`src/rtl/ch_demux.sv`:
```
// Transmit-side channel deinterleaver: collects one 16-bit word per active channel
// from a show-ahead FIFO into holding registers and presents the frame on strobe.
module ch_demux (
  input  logic        clock,
  input  logic        reset,
  input  logic        clear,
  input  logic [3:0]  channels,
  input  logic [15:0] din,
  input  logic        din_valid,
  output logic        din_ready,
  input  logic        sample_strobe,
  output logic [15:0] dout0,
  output logic [15:0] dout1,
  output logic [15:0] dout2,
  output logic [15:0] dout3,
  output logic [15:0] dout4,
  output logic [15:0] dout5,
  output logic [15:0] dout6,
  output logic [15:0] dout7,
  output logic        dout_valid,
  output logic        underrun,
  input  logic        clear_status
);

  localparam int DATA_W = 16;
  localparam int NCH    = 8;

  typedef enum logic {FILL = 1'b0, FULL = 1'b1} state_t;

  state_t                    state_q, state_d;
  logic        [2:0]         idx_q, idx_d;
  logic        [3:0]         nch_q, nch_d;
  logic signed [DATA_W-1:0]  hold_q [NCH];
  logic signed [DATA_W-1:0]  hold_d [NCH];
  logic signed [DATA_W-1:0]  dout_q [NCH];
  logic signed [DATA_W-1:0]  dout_d [NCH];
  logic                      dvld_q, dvld_d;
  logic                      und_q, und_d;
  logic                      accept;
  logic                      last_word;

  // Zero and out-of-range counts mean "all eight channels".
  function automatic logic [3:0] sanitize(input logic [3:0] ch);
    if (ch == 4'd0 || ch > 4'd8) return 4'd8;
    return ch;
  endfunction

  // At the start of a frame the live channel count is used, so the first word
  // of a new frame already sees the count it will be latched with.
  always_comb begin
    nch_d = nch_q;
    if (state_q == FILL && idx_q == 3'd0) nch_d = sanitize(channels);
  end

  assign din_ready = (state_q == FILL) && !reset && !clear;
  assign accept    = din_ready && din_valid;
  assign last_word = ({1'b0, idx_q} == (nch_d - 4'd1));

  always_comb begin
    state_d = state_q;
    idx_d   = idx_q;
    dvld_d  = 1'b0;
    und_d   = und_q & ~clear_status;
    for (int k = 0; k < NCH; k++) begin
      hold_d[k] = hold_q[k];
      dout_d[k] = dout_q[k];
    end

    case (state_q)
      FILL: begin
        if (accept) begin
          hold_d[idx_q] = din;
          if (last_word) begin
            idx_d   = 3'd0;
            state_d = FULL;
          end else begin
            idx_d = idx_q + 3'd1;
          end
        end
        // Strobe before the frame is complete: emit silence, keep filling.
        if (sample_strobe) begin
          for (int k = 0; k < NCH; k++) dout_d[k] = '0;
          dvld_d = 1'b1;
          und_d  = 1'b1;
        end
      end
      FULL: begin
        if (sample_strobe) begin
          for (int k = 0; k < NCH; k++)
            dout_d[k] = (k < int'(nch_q)) ? hold_q[k] : '0;
          dvld_d  = 1'b1;
          state_d = FILL;
        end
      end
      default: state_d = FILL;
    endcase
  end

  // Register stage: control and data all flushed by reset/clear.
  always_ff @(posedge clock) begin
    if (reset || clear) begin
      state_q <= FILL;
      idx_q   <= 3'd0;
      nch_q   <= sanitize(channels);
      dvld_q  <= 1'b0;
      for (int k = 0; k < NCH; k++) begin
        hold_q[k] <= '0;
        dout_q[k] <= '0;
      end
      if (reset) und_q <= 1'b0;
    end else begin
      state_q <= state_d;
      idx_q   <= idx_d;
      nch_q   <= nch_d;
      dvld_q  <= dvld_d;
      und_q   <= und_d;
      for (int k = 0; k < NCH; k++) begin
        hold_q[k] <= hold_d[k];
        dout_q[k] <= dout_d[k];
      end
    end
  end

  assign dout0      = dout_q[0];
  assign dout1      = dout_q[1];
  assign dout2      = dout_q[2];
  assign dout3      = dout_q[3];
  assign dout4      = dout_q[4];
  assign dout5      = dout_q[5];
  assign dout6      = dout_q[6];
  assign dout7      = dout_q[7];
  assign dout_valid = dvld_q;
  assign underrun   = und_q;

endmodule

```
`config.mk`:
```
export PLATFORM = sky130hd
export DESIGN_NAME = ch_demux
export DESIGN_NICKNAME = d
export VERILOG_FILES = /design/src/rtl/ch_demux.sv
export SDC_FILE = /design/constraint.sdc
export NUM_CORES = 1
export LEC_CHECK = 0
export CAP_MARGIN = 40
export CORE_MARGIN = 2
export CORE_UTILIZATION = 50
export CTS_CLUSTER_DIAMETER = 120
export DETAILED_ROUTE_END_ITERATION = 16
export PLACE_DENSITY = 0.84
export SYNTH_ARGS = -nofsm -noshare
export SYNTH_HDL_FRONTEND = slang
export SYNTH_SLANG_ARGS = --single-unit
```
`constraint.sdc`:
```
create_clock -name clock -period 5.16 [get_ports clock]
set_input_delay 1.29 -clock clock [delete_from_list [all_inputs] [get_ports clock]]
set_output_delay 1.29 -clock clock [all_outputs]
set_load 0.1 [all_outputs]
```
==> results by group, run 1 <==
STA
  – Setup Viol. Count Final: 0
  – Fmax: 253.3 MHz
  – Final min period: about 3900 ps
  – Fin worst setup slack: roughly 1200 ps
  – Count of final hold-check violations: 0
  – Fin Hold WS: 456.1 ps
  – Worst slew pin tran: 850.5 ps
  – Clock skew: between 10 and 15 ps
  – Fin crit share: between 70% and 80%
  – RSZ-0062 raised after global routing: no
  – Setup TNS: 0 ps
  – Max-slew headroom: between 40% and 50%
  – Max-slew violation count: 0

GRT
  – Antenna violations before repair: 0
  – Gr busiest metal: met2
  – Routing usage on met2: around half
  – Met1 Resource Use GR: about 37%
  – Remaining Overflow, GRT: 0
  – Vias in the first global route: between 9,000 and 10,000
  – GR Util met3: under 10%
  – Tot GR Track Use: between 20 and 30%
  – First-pass GRT wire length: about 48,000 µm
  – Pin count of the biggest net entering global routing: 80

Synth
  – Syn_area_per_cell: a little over 8 µm²
  – Mapped cell area: a little under 0.01 mm²
  – FF+latch count, synth: around 270
  – Distinct cells, synth: 39
  – Synth async-reset ratio: 0%
  – Seq/Total Area, Yosys: between 50% and 60%
  – Mapped Cells: between 1,000 and 1,500
  – Post-synth EDFFs: 1
  – Post-Synthesis Net Count: 1,246
  – Ys Warns: 0
  – Primary FF master, synth: dfxtp_1

Hold path
  – Worst min-delay path class: reg -> reg

Final layout
  – Non-Filler Instances: about 1,700
  – Antenna Cells: 0
  – Most frequent cells in the layout: 267 x nand2_1, 265 x dfxtp_1, 262 x a21oi_1
  – Synthesis-to-layout area growth: 45.96%
  – FILL cells: 1,294
  – Share of cells above drive strength 1: a little over an eighth
  – Finished Cell Area: between 0.01 and 0.015 mm²
  – Commonest non-fill, non-tap cell in the layout: nand2_1
  – Nets: about 1,500

Clock network
  – H-tree Lvls: 1
  – Post-cts hold buffer count: 0
  – CTS tree: built
  – Setup bufs post-CTS: 0
  – Clk slew on worst S/H paths: roughly 60 ps
  – Clk Latency, worst-skew pair: between 500 and 600 ps
  – Root buf cell: clkbuf_16
  – # resized after CTS: 0
  – # clock sinks: about 270
  – Total CTS buffers: 25
  – CTS Buffer Depth: 3

Placement
  – Gpl congestion: roughly 0.84
  – Placed cells: 1,692
  – Port Buffers: roughly 160
  – Post-placement cell area: around 0.014 mm²
  – Post-detailed-placement half-perimeter wirelength: between 20,000 and 25,000 µm
  – Setup slack at placement: approximately 1200 ps

Floorplanning
  – Top Ports: 157
  – Row count: between 50 and 60
  – Initial Utilization: 50.86%
  – Die W: 144.5 µm
  – Die area: ~0.021 mm²
  – Core Box Area: about 0.019 mm²
  – Die extent in y: between 100 and 150 µm

Setup path
  – Cell Chain, Critical Path: clkdlybuf4s50_1, or2_4, nor2_1, buf_4
  – CP peak stage delay: 460 ps
  – CP max-delay cell: clkdlybuf4s50_1
  – CP Class: in -> out
  – Critical path required time: between 3000 and 4000 ps
  – Crit. End Element: primary output
  – CP max FO: 45
  – Arrival time at the worst endpoint: roughly 2700 ps
  – Startpoint types: primary input

Route
  – WL per Instance: roughly 18 µm
  – Via count: about 9,400
  – Vias per cell: around 5.4
  – TritonRoute pass-1 iters: 8
  – Initial DRC Count: slightly below 1,000
  – Residual DRC: 0
  – Routed WL: 31,310 µm
  – ANT nets after route: 0

Pwr
  – P_leak: roughly 5 nW
  – Peak supply drop: 283.6 µV
  – Power per Cell Area: around 280 mW/mm²

Job
  – Max Cap Violations: 0

Outcome
  – Status: finished clean
==> cells by family after synthesis <==
kind of cell    synth area share (%)
flops                          54.08
compound gates                 14.38
fa+ha+maj                     0.2536
xor+xnor                      0.1776
mux                           0.4312
simple gates                   26.48
buf+inv                        4.198
==> flip-flops by register name, indices dropped and copies added (netlist names) <==
name,count
hold_q,128
idx_q,3
underrun,1
dout_valid,1
state_q,1
nch_q,4
dout_q,128
==> cell type report <==
class                   instances  area (µm²)  share of cell area, %
inverters                       6       22.52                 0.1564
clock buffers                  38       714.4                  4.961
repair buffers                298        3767                  26.16
well taps                     265       331.6                  2.303
multi-input cells             857        4119                  28.60
clock inverters                 6       110.1                 0.7646
flip-flops and latches        266        5335                  37.05
==> stage by stage <==
step / utilization (%) / total power, mW
after global routing: 74.23 / 4.190
after detailed placement: 69.98 / 2.278
after CTS: 74.23 / 4.094
after global placement: 58.70 / 2.266
final: 74.23 / 4.096
after floorplan: - / 2.211
==> power by group <==
group / switching (mW) / internal, mW / leakage (nW)
Sequential: 0.00863 / 2.06 / 2.15
Combinational: 0.125 / 0.0449 / 2.48
Clock: 0.755 / 1.10 / 0.394
Total: 0.889 / 3.21 / 5.02
==> final timing paths <==
check	start	end	slack, ps	cells after the start
max	reset	din_ready	1210	4
min	hold_q[0][10]	hold_q[0][10]	460	2
max reg2reg	idx_q[0]	idx_q[0]	2370	8
min reg2reg	hold_q[0][10]	hold_q[0][10]	460	2
==> critical path, delay by kind of cell <==
family	cells	cell delay [ps]
buffers and inverters	2	760
and+or+nand+nor	2	600
==> cell usage after synthesis, types with 2 or more instances <==
library cell / instances / area [µm²]
nand2_1: 267 / 1002
dfxtp_1: 265 / 5305
a21oi_1: 262 / 1311
nor2_1: 139 / 521.8
nor2b_1: 130 / 813.3
clkbuf_1: 62 / 232.7
buf_2: 22 / 110.1
nand3_1: 9 / 45.04
inv_1: 5 / 18.77
nand2b_1: 5 / 31.28
o21ai_0: 5 / 25.02
buf_6: 4 / 45.04
nor3_1: 4 / 20.02
nor3_2: 3 / 30.03
nor3_4: 3 / 48.80
a22oi_1: 2 / 15.01
and3_1: 2 / 12.51
ha_1: 2 / 25.02
mux2_2: 2 / 22.52
mux2i_1: 2 / 20.02
nor2_2: 2 / 12.51
o211ai_1: 2 / 15.01
o21a_1: 2 / 15.01
xnor2_1: 2 / 17.52
==> routing by layer <==
layer | vias up | wire (µm)
met5 | - | 0
met3 | 135 | 2601
met1 | 4407 | 11980
met4 | 0 | 1538
li1 | 4402 | -
met2 | 469 | 15180
Note: power is estimated with default switching activity, not from simulation.
==> run 2, diff against run 1 <==
==> constraint.sdc (replaced) <==
create_clock -name clock -period 3.9 [get_ports clock]
set_input_delay 0.975 -clock clock [delete_from_list [all_inputs] [get_ports clock]]
set_output_delay 0.975 -clock clock [all_outputs]
set_load 0.1 [all_outputs]
==> run 2 against run 1 <==
Effect of this change:
- critical path depth unchanged
- combinational power up 33%
- via count down 0.30%
- clock power up 38%
- highest routed layer unchanged
- first-iteration DRC count down 32%
- register-to-register slack worse by 1300 ps
- critical path type unchanged
- sequential cell count unchanged
- clock skew down 5.1 ps
==> results by group, run 2 (same netlist as run 1, synthesis figures left out) <==
Setup path
  – Worst setup path endpoint: din_ready (unchanged)
  – Reg-to-Reg End: idx_q[1] (was idx_q[0])
  – Startpoint types: primary input (unchanged)
  – Crit. End Element: primary output (unchanged)
  – Critical path required time: 2920 ps (was 3870 ps)
  – CP max-delay cell: clkdlybuf4s50_1 (unchanged)
  – Cell Chain, Critical Path: clkdlybuf4s50_1, or2_4, nor2_2, buf_12 (was clkdlybuf4s50_1, or2_4, nor2_1, buf_4)
  – CP Class: in -> out (unchanged)
  – Arrival time at the worst endpoint: 2170 ps (was 2660 ps)
  – FF-to-FF path depth: 8 (unchanged)
  – Worst r2r src: idx_q[0] (unchanged)
  – R2R setup slack: 1100 ps (was 2370 ps)
  – CP max FO: 19 (was 45)
  – Setup crit start: reset (unchanged)
  – CP peak stage delay: 440 ps (was 460 ps)

Final layout
  – Multi-input logic area: 0.004121 mm² (was 0.004119 mm²)
  – Nets: 1,487 (was 1,482)
  – Antenna Cells: 0 (unchanged)
  – Finished Cell Area: 0.01449 mm² (was 0.01440 mm²)
  – Synthesis-to-layout area growth: 46.82% (was 45.96%)
  – FILL cells: 1,291 (was 1,294)
  – Share of cells above drive strength 1: 13.78% (was 13.19%)
  – Most frequent cells in the layout: 267 x nand2_1, 265 x dfxtp_1, 262 x a21oi_1 (unchanged)
  – Biggest regs: dout_q x128, hold_q x128, nch_q x4 (unchanged)
  – Sequential Area: 0.005335 mm² (unchanged)
  – Commonest non-fill, non-tap cell in the layout: nand2_1 (unchanged)

Pwr
  – Power per Cell Area: 382.3 mW/mm² (was 284.4 mW/mm²)
  – P_leak: 5.073 nW (was 5.019 nW)
  – Final Power: 5.538 mW (was 4.096 mW)
  – Peak supply drop: 322.0 µV (was 283.6 µV)

Route
  – ANT nets after route: 0 (unchanged)
  – Residual DRC: 0 (unchanged)
  – TritonRoute pass-1 iters: 5 (was 8)
  – Via count: 9,385 (was 9,413)
  – Initial DRC Count: 664 (was 979)
  – Routed WL: 30,770 µm (was 31,310 µm)
  – Vias per cell: 5.378 (was 5.422)
  – WL per Instance: 17.63 µm (was 18.03 µm)

GRT
  – Vias in the first global route: 9,112 (was 9,100)
  – Pin count of the biggest net entering global routing: 133 (was 80)
  – Antenna violations before repair: 0 (unchanged)
  – Tot GR Track Use: 28.84% (was 29.69%)
  – First-pass GRT wire length: 47,140 µm (was 48,350 µm)
  – Remaining Overflow, GRT: 0 (unchanged)

Clock network
  – Clk slew on worst S/H paths: 60 ps (about the same)
  – H-tree Lvls: 1 (unchanged)
  – Root buf cell: clkbuf_16 (unchanged)
  – Post-cts hold buffer count: 0 (unchanged)
  – # resized after CTS: 0 (unchanged)
  – Setup bufs post-CTS: 0 (unchanged)
  – Clk Latency, worst-skew pair: 530 ps (was 520 ps)
  – Total CTS buffers: 27 (was 25)
  – # clock sinks: 266 (unchanged)
  – CTS Buffer Depth: 3 (unchanged)
  – CTS tree: built (unchanged)

STA
  – Setup Viol. Count Final: 0 (unchanged)
  – Max-slew violation count: 0 (unchanged)
  – Setup TNS: 0 ps (unchanged)
  – Final min period: roughly 3100 ps
  – Fmax: 318.1 MHz
  – Count of final hold-check violations: 0 (unchanged)
  – Clock skew: 7.474 ps (was 12.60 ps)
  – Max-slew headroom: 45.82% (was 43.12%)
  – RSZ-0062 raised after global routing: no (unchanged)
  – Fin crit share: between 80 and 90%
  – Worst slew pin tran: 810.2 ps (was 850.5 ps)

Floorplanning
  – Core Box Area: 0.01940 mm² (unchanged)
  – Top Ports: 157 (unchanged)
  – Initial Utilization: 50.86% (unchanged)
  – Die area: 0.02087 mm² (unchanged)
  – Die W: 144.5 µm (unchanged)
  – Die extent in y: 144.5 µm (unchanged)
  – Row count: 51 (unchanged)

Job
  – Max Cap Violations: 0 (unchanged)

Outcome
  – Status: finished clean (unchanged)

Placement
  – Port Buffers: 156 (unchanged)
  – Post-detailed-placement half-perimeter wirelength: 19,980 µm (was 20,170 µm)
  – Gpl congestion: 0.8069 (was 0.8357)
  – Post-placement cell area: 0.01360 mm² (was 0.01358 mm²)

Hold path
  – Worst min-delay path class: reg -> reg (unchanged)
-- run 2: cell types whose count changed in the layout (fill, tap and decap cells not counted), moves of 2 or more --
cell / delta
buf_16: -2
buf_12: +2
clkbuf_8: +2
clkbuf_16: +2
buf_4: +2
clkinv_2: +3
buf_8: +2
-- run 2: worst min path at each step --
stage	from	end	slack, ps	cells past startpoint
final	hold_q[1][28]	hold_q[1][28]	460	2
after detailed placement	hold_q[0][41]	hold_q[0][41]	450	2
after CTS	hold_q[0][41]	hold_q[0][41]	460	2
after floorplan	hold_q[0][0]	hold_q[0][0]	440	2
after global placement	hold_q[0][49]	hold_q[0][49]	440	2
after global routing	hold_q[1][63]	hold_q[1][63]	470	2
-- run 2: worst max-delay path: cells and delay by family --
family | cells | cell delay (ps)
AND/OR/NAND/NOR | 2 | 540
buffers and inverters | 2 | 640
-- run 2: layer usage --
layer,up-vias,global-route usage [%],routed length (µm)
met2,435,50.19,15350
met4,0,10.02,1085
li1,4415,-,-
met1,4440,35.59,11830
met5,-,0,0
met3,95,5.861,2511
-- run 2: metrics by stage --
step           std cells  setup slack, ps  hold WS, ps  util [%]
3_3_place_gp        1563            736.8        442.6     59.23
4_1_cts             1745            754.2        455.3     74.67
2_1_floorplan       1218            229.9        436.7         -
6_report            1745            756.4        455.7     74.67
5_1_grt             1745            726.6        471.5     74.67
3_5_place_dp        1695            688.5        447.1     70.09
-- run 2: power by group --
group	switching, mW	internal [mW]	total (mW)	leakage [nW]
Clock	1.05	1.53	2.57	0.435
Sequential	0.0116	2.73	2.74	2.15
Combinational	0.165	0.0612	0.226	2.49
Total	1.22	4.31	5.54	5.07
-- run 2: area by class of cell --
type | instances | share of cell area (%)
clock buffers | 42 | 5.468
clock inverters | 8 | 0.6651
inverters | 6 | 0.1555
multi-input cells | 857 | 28.45
flip-flops and latches | 266 | 36.83
well taps | 265 | 2.289
repair buffers | 301 | 26.14
==> run 3, diff against run 2 <==
==> constraint.sdc (replaced) <==
create_clock -name clock -period 3.05 [get_ports clock]
set_input_delay 0.7625 -clock clock [delete_from_list [all_inputs] [get_ports clock]]
set_output_delay 0.7625 -clock clock [all_outputs]
set_load 0.1 [all_outputs]
==> run 3 against run 2 <==
Effect of this change:
- hold slack worse by 1.0 ps
- clock power is 37% higher
- clock skew hardly changed
==> results by group, run 3 (same netlist as run 1, synthesis figures left out) <==
STA
  – Max-slew headroom: 41.25% (was 45.82%)
  – Max-slew violation count: 0 (unchanged)
  – Count of final hold-check violations: 0 (unchanged)
  – Fin crit share: between 80% and 90%
  – RSZ-0062 raised after global routing: no (unchanged)
  – Setup TNS: 0 ps (unchanged)
  – Fmax: a little under 400 MHz
  – Worst slew pin tran: 881.2 ps (was 810.2 ps)
  – Setup Viol. Count Final: 0 (unchanged)
  – Clock skew: 7.690 ps (was 7.474 ps)
  – Final min period: roughly 2600 ps
  – Fin Hold WS: 454.7 ps (was 455.7 ps)

Placement
  – Gpl congestion: 0.8984 (was 0.8069)
  – Port Buffers: 156 (unchanged)
  – Post-detailed-placement half-perimeter wirelength: 16,350 µm (was 19,980 µm)

Floorplanning
  – Top Ports: 157 (unchanged)
  – Row count: 51 (unchanged)
  – Die W: 144.5 µm (unchanged)
  – Initial Utilization: 50.86% (unchanged)
  – Die area: 0.02087 mm² (unchanged)
  – Core Box Area: 0.01940 mm² (unchanged)
  – Die extent in y: 144.5 µm (unchanged)

GRT
  – Antenna violations before repair: 1 (was 0)
  – Tot GR Track Use: 24.89% (was 28.84%)
  – Vias in the first global route: 7,670 (was 9,112)
  – Pin count of the biggest net entering global routing: 119 (was 133)
  – Remaining Overflow, GRT: 0 (unchanged)
  – First-pass GRT wire length: 40,710 µm (was 47,140 µm)

Route
  – Routed WL: 26,670 µm (was 30,770 µm)
  – Initial DRC Count: 704 (was 664)
  – WL per Instance: 16.41 µm (was 17.63 µm)
  – Residual DRC: 0 (unchanged)
  – Vias per cell: 5.265 (was 5.378)
  – Via count: 8,556 (was 9,385)
  – ANT nets after route: 0 (unchanged)
  – TritonRoute pass-1 iters: 6 (was 5)

Clock network
  – Post-cts hold buffer count: 0 (unchanged)
  – Clk Latency, worst-skew pair: 520 ps (was 530 ps)
  – # clock sinks: 266 (unchanged)
  – Setup bufs post-CTS: 0 (unchanged)
  – Clk slew on worst S/H paths: 60 ps (about the same)
  – Total CTS buffers: 26 (was 27)
  – CTS Buffer Depth: 3 (unchanged)
  – # resized after CTS: 0 (unchanged)
  – Root buf cell: clkbuf_16 (unchanged)
  – H-tree Lvls: 1 (unchanged)
  – CTS tree: built (unchanged)

Setup path
  – CP max FO: 9 (was 19)
  – CP Class: in -> out (unchanged)
  – Startpoint types: primary input (unchanged)
  – Arrival time at the worst endpoint: 1840 ps (was 2170 ps)
  – Cell Chain, Critical Path: clkdlybuf4s50_1, or2_4, nor2_4, buf_12 (was clkdlybuf4s50_1, or2_4, nor2_2, buf_12)
  – CP peak stage delay: 440 ps (about the same)
  – Worst setup path endpoint: din_ready (unchanged)
  – Critical path required time: 2290 ps (was 2920 ps)
  – Levels on crit path: 4 (unchanged)
  – CP max-delay cell: clkdlybuf4s50_1 (unchanged)
  – FF-to-FF path depth: 8 (unchanged)
  – CP top delay family: buffers and inverters (unchanged)
  – R2R setup slack: 710 ps (was 1100 ps)
  – Worst r2r src: idx_q[1] (was idx_q[0])
  – CP Buf/Inv Count: 2 (unchanged)
  – Reg-to-Reg End: idx_q[1] (unchanged)
  – Crit. End Element: primary output (unchanged)
  – Setup crit start: reset (unchanged)

Hold path
  – Hold Path Depth: 2 (unchanged)
  – Worst min-delay path class: reg -> reg (unchanged)

Final layout
  – Synthesis-to-layout area growth: 24.10% (was 46.82%)
  – Biggest regs: dout_q x128, hold_q x128, nch_q x4 (unchanged)
  – Most frequent cells in the layout: 267 x nand2_1, 265 x dfxtp_1, 262 x a21oi_1 (unchanged)
  – Nets: 1,368 (was 1,487)
  – Fin util: 63.11% (was 74.67%)
  – FILL cells: 1,661 (was 1,291)
  – Antenna Cells: 0 (unchanged)
  – Commonest non-fill, non-tap cell in the layout: nand2_1 (unchanged)
  – Share of cells above drive strength 1: 15.96% (was 13.78%)

Outcome
  – Status: finished clean (unchanged)

Pwr
  – Final Power: 7.293 mW (was 5.538 mW)
  – P_leak: 4.449 nW (was 5.073 nW)
  – Peak supply drop: 387.6 µV (was 322.0 µV)
  – Power per Cell Area: 595.7 mW/mm² (was 382.3 mW/mm²)

Job
  – Max Cap Violations: 0 (unchanged)
run 3: changes by cell type in the layout (fill, tap and decap cells not counted), sizes merged:
| cell | change |
|---|---|
| clkdlybuf4s50 | -130 |
| buf | +12 |
| clkbuf | -4 |
| bufinv | +3 |
| inv | -1 |
run 3: cell type report:
type | count | area [µm²] | area share, %
clock buffer | 38 | 767.0 | 6.265
clock inverter | 10 | 181.4 | 1.482
inverter | 6 | 22.52 | 0.1840
multi-input combinational | 857 | 4126 | 33.70
sequential | 266 | 5335 | 43.58
tap | 265 | 331.6 | 2.708
timing repair buffer | 183 | 1479 | 12.08
run 3: power breakdown:
group	leakage, nW	internal, mW	total, mW	switching, mW
Sequential	2.15	3.48	3.49	0.00998
Combinational	1.84	0.0740	0.285	0.211
Clock	0.462	2.17	3.51	1.35
run 3: worst min-delay path by stage:
| stage | from | endpoint | slack (ps) |
|---|---|---|---|
| after floorplan | hold_q[0][0] | hold_q[0][0] | 440 |
| after global placement | hold_q[1][5] | hold_q[1][5] | 440 |
| after detailed placement | hold_q[0][49] | hold_q[0][49] | 450 |
| after CTS | hold_q[0][49] | hold_q[0][49] | 450 |
| after global routing | hold_q[1][16] | hold_q[1][16] | 470 |
| final | hold_q[0][57] | hold_q[0][57] | 450 |
run 3: routing by layer:
| metal | share of wire, % | GRT usage, % | vias up |
|---|---|---|---|
| met4 | 3.2 | 8.482 | 2 |
| met3 | 7.8 | 4.106 | 64 |
| li1 | - | - | 4172 |
| met2 | 46 | 40.23 | 307 |
| met5 | 0.049 | 0 | - |
| met1 | 43 | 33.95 | 4011 |
run 3: stage by stage:
step | worst slack [ps] | std cells | area (µm²)
2_1_floorplan | 98.52 | 1218 | 9873
3_3_place_gp | 284.3 | 1575 | 11260
3_5_place_dp | 147.8 | 1577 | 11290
4_1_cts | 440.2 | 1625 | 12240
5_1_grt | 398.9 | 1625 | 12240
6_report | 446.0 | 1625 | 12240
run 3: tightest hold or removal path, stage by stage, from the launching register on:
cell and delay (ps):
dfxtp_1 310, nand2_1 50, a21oi_1 50
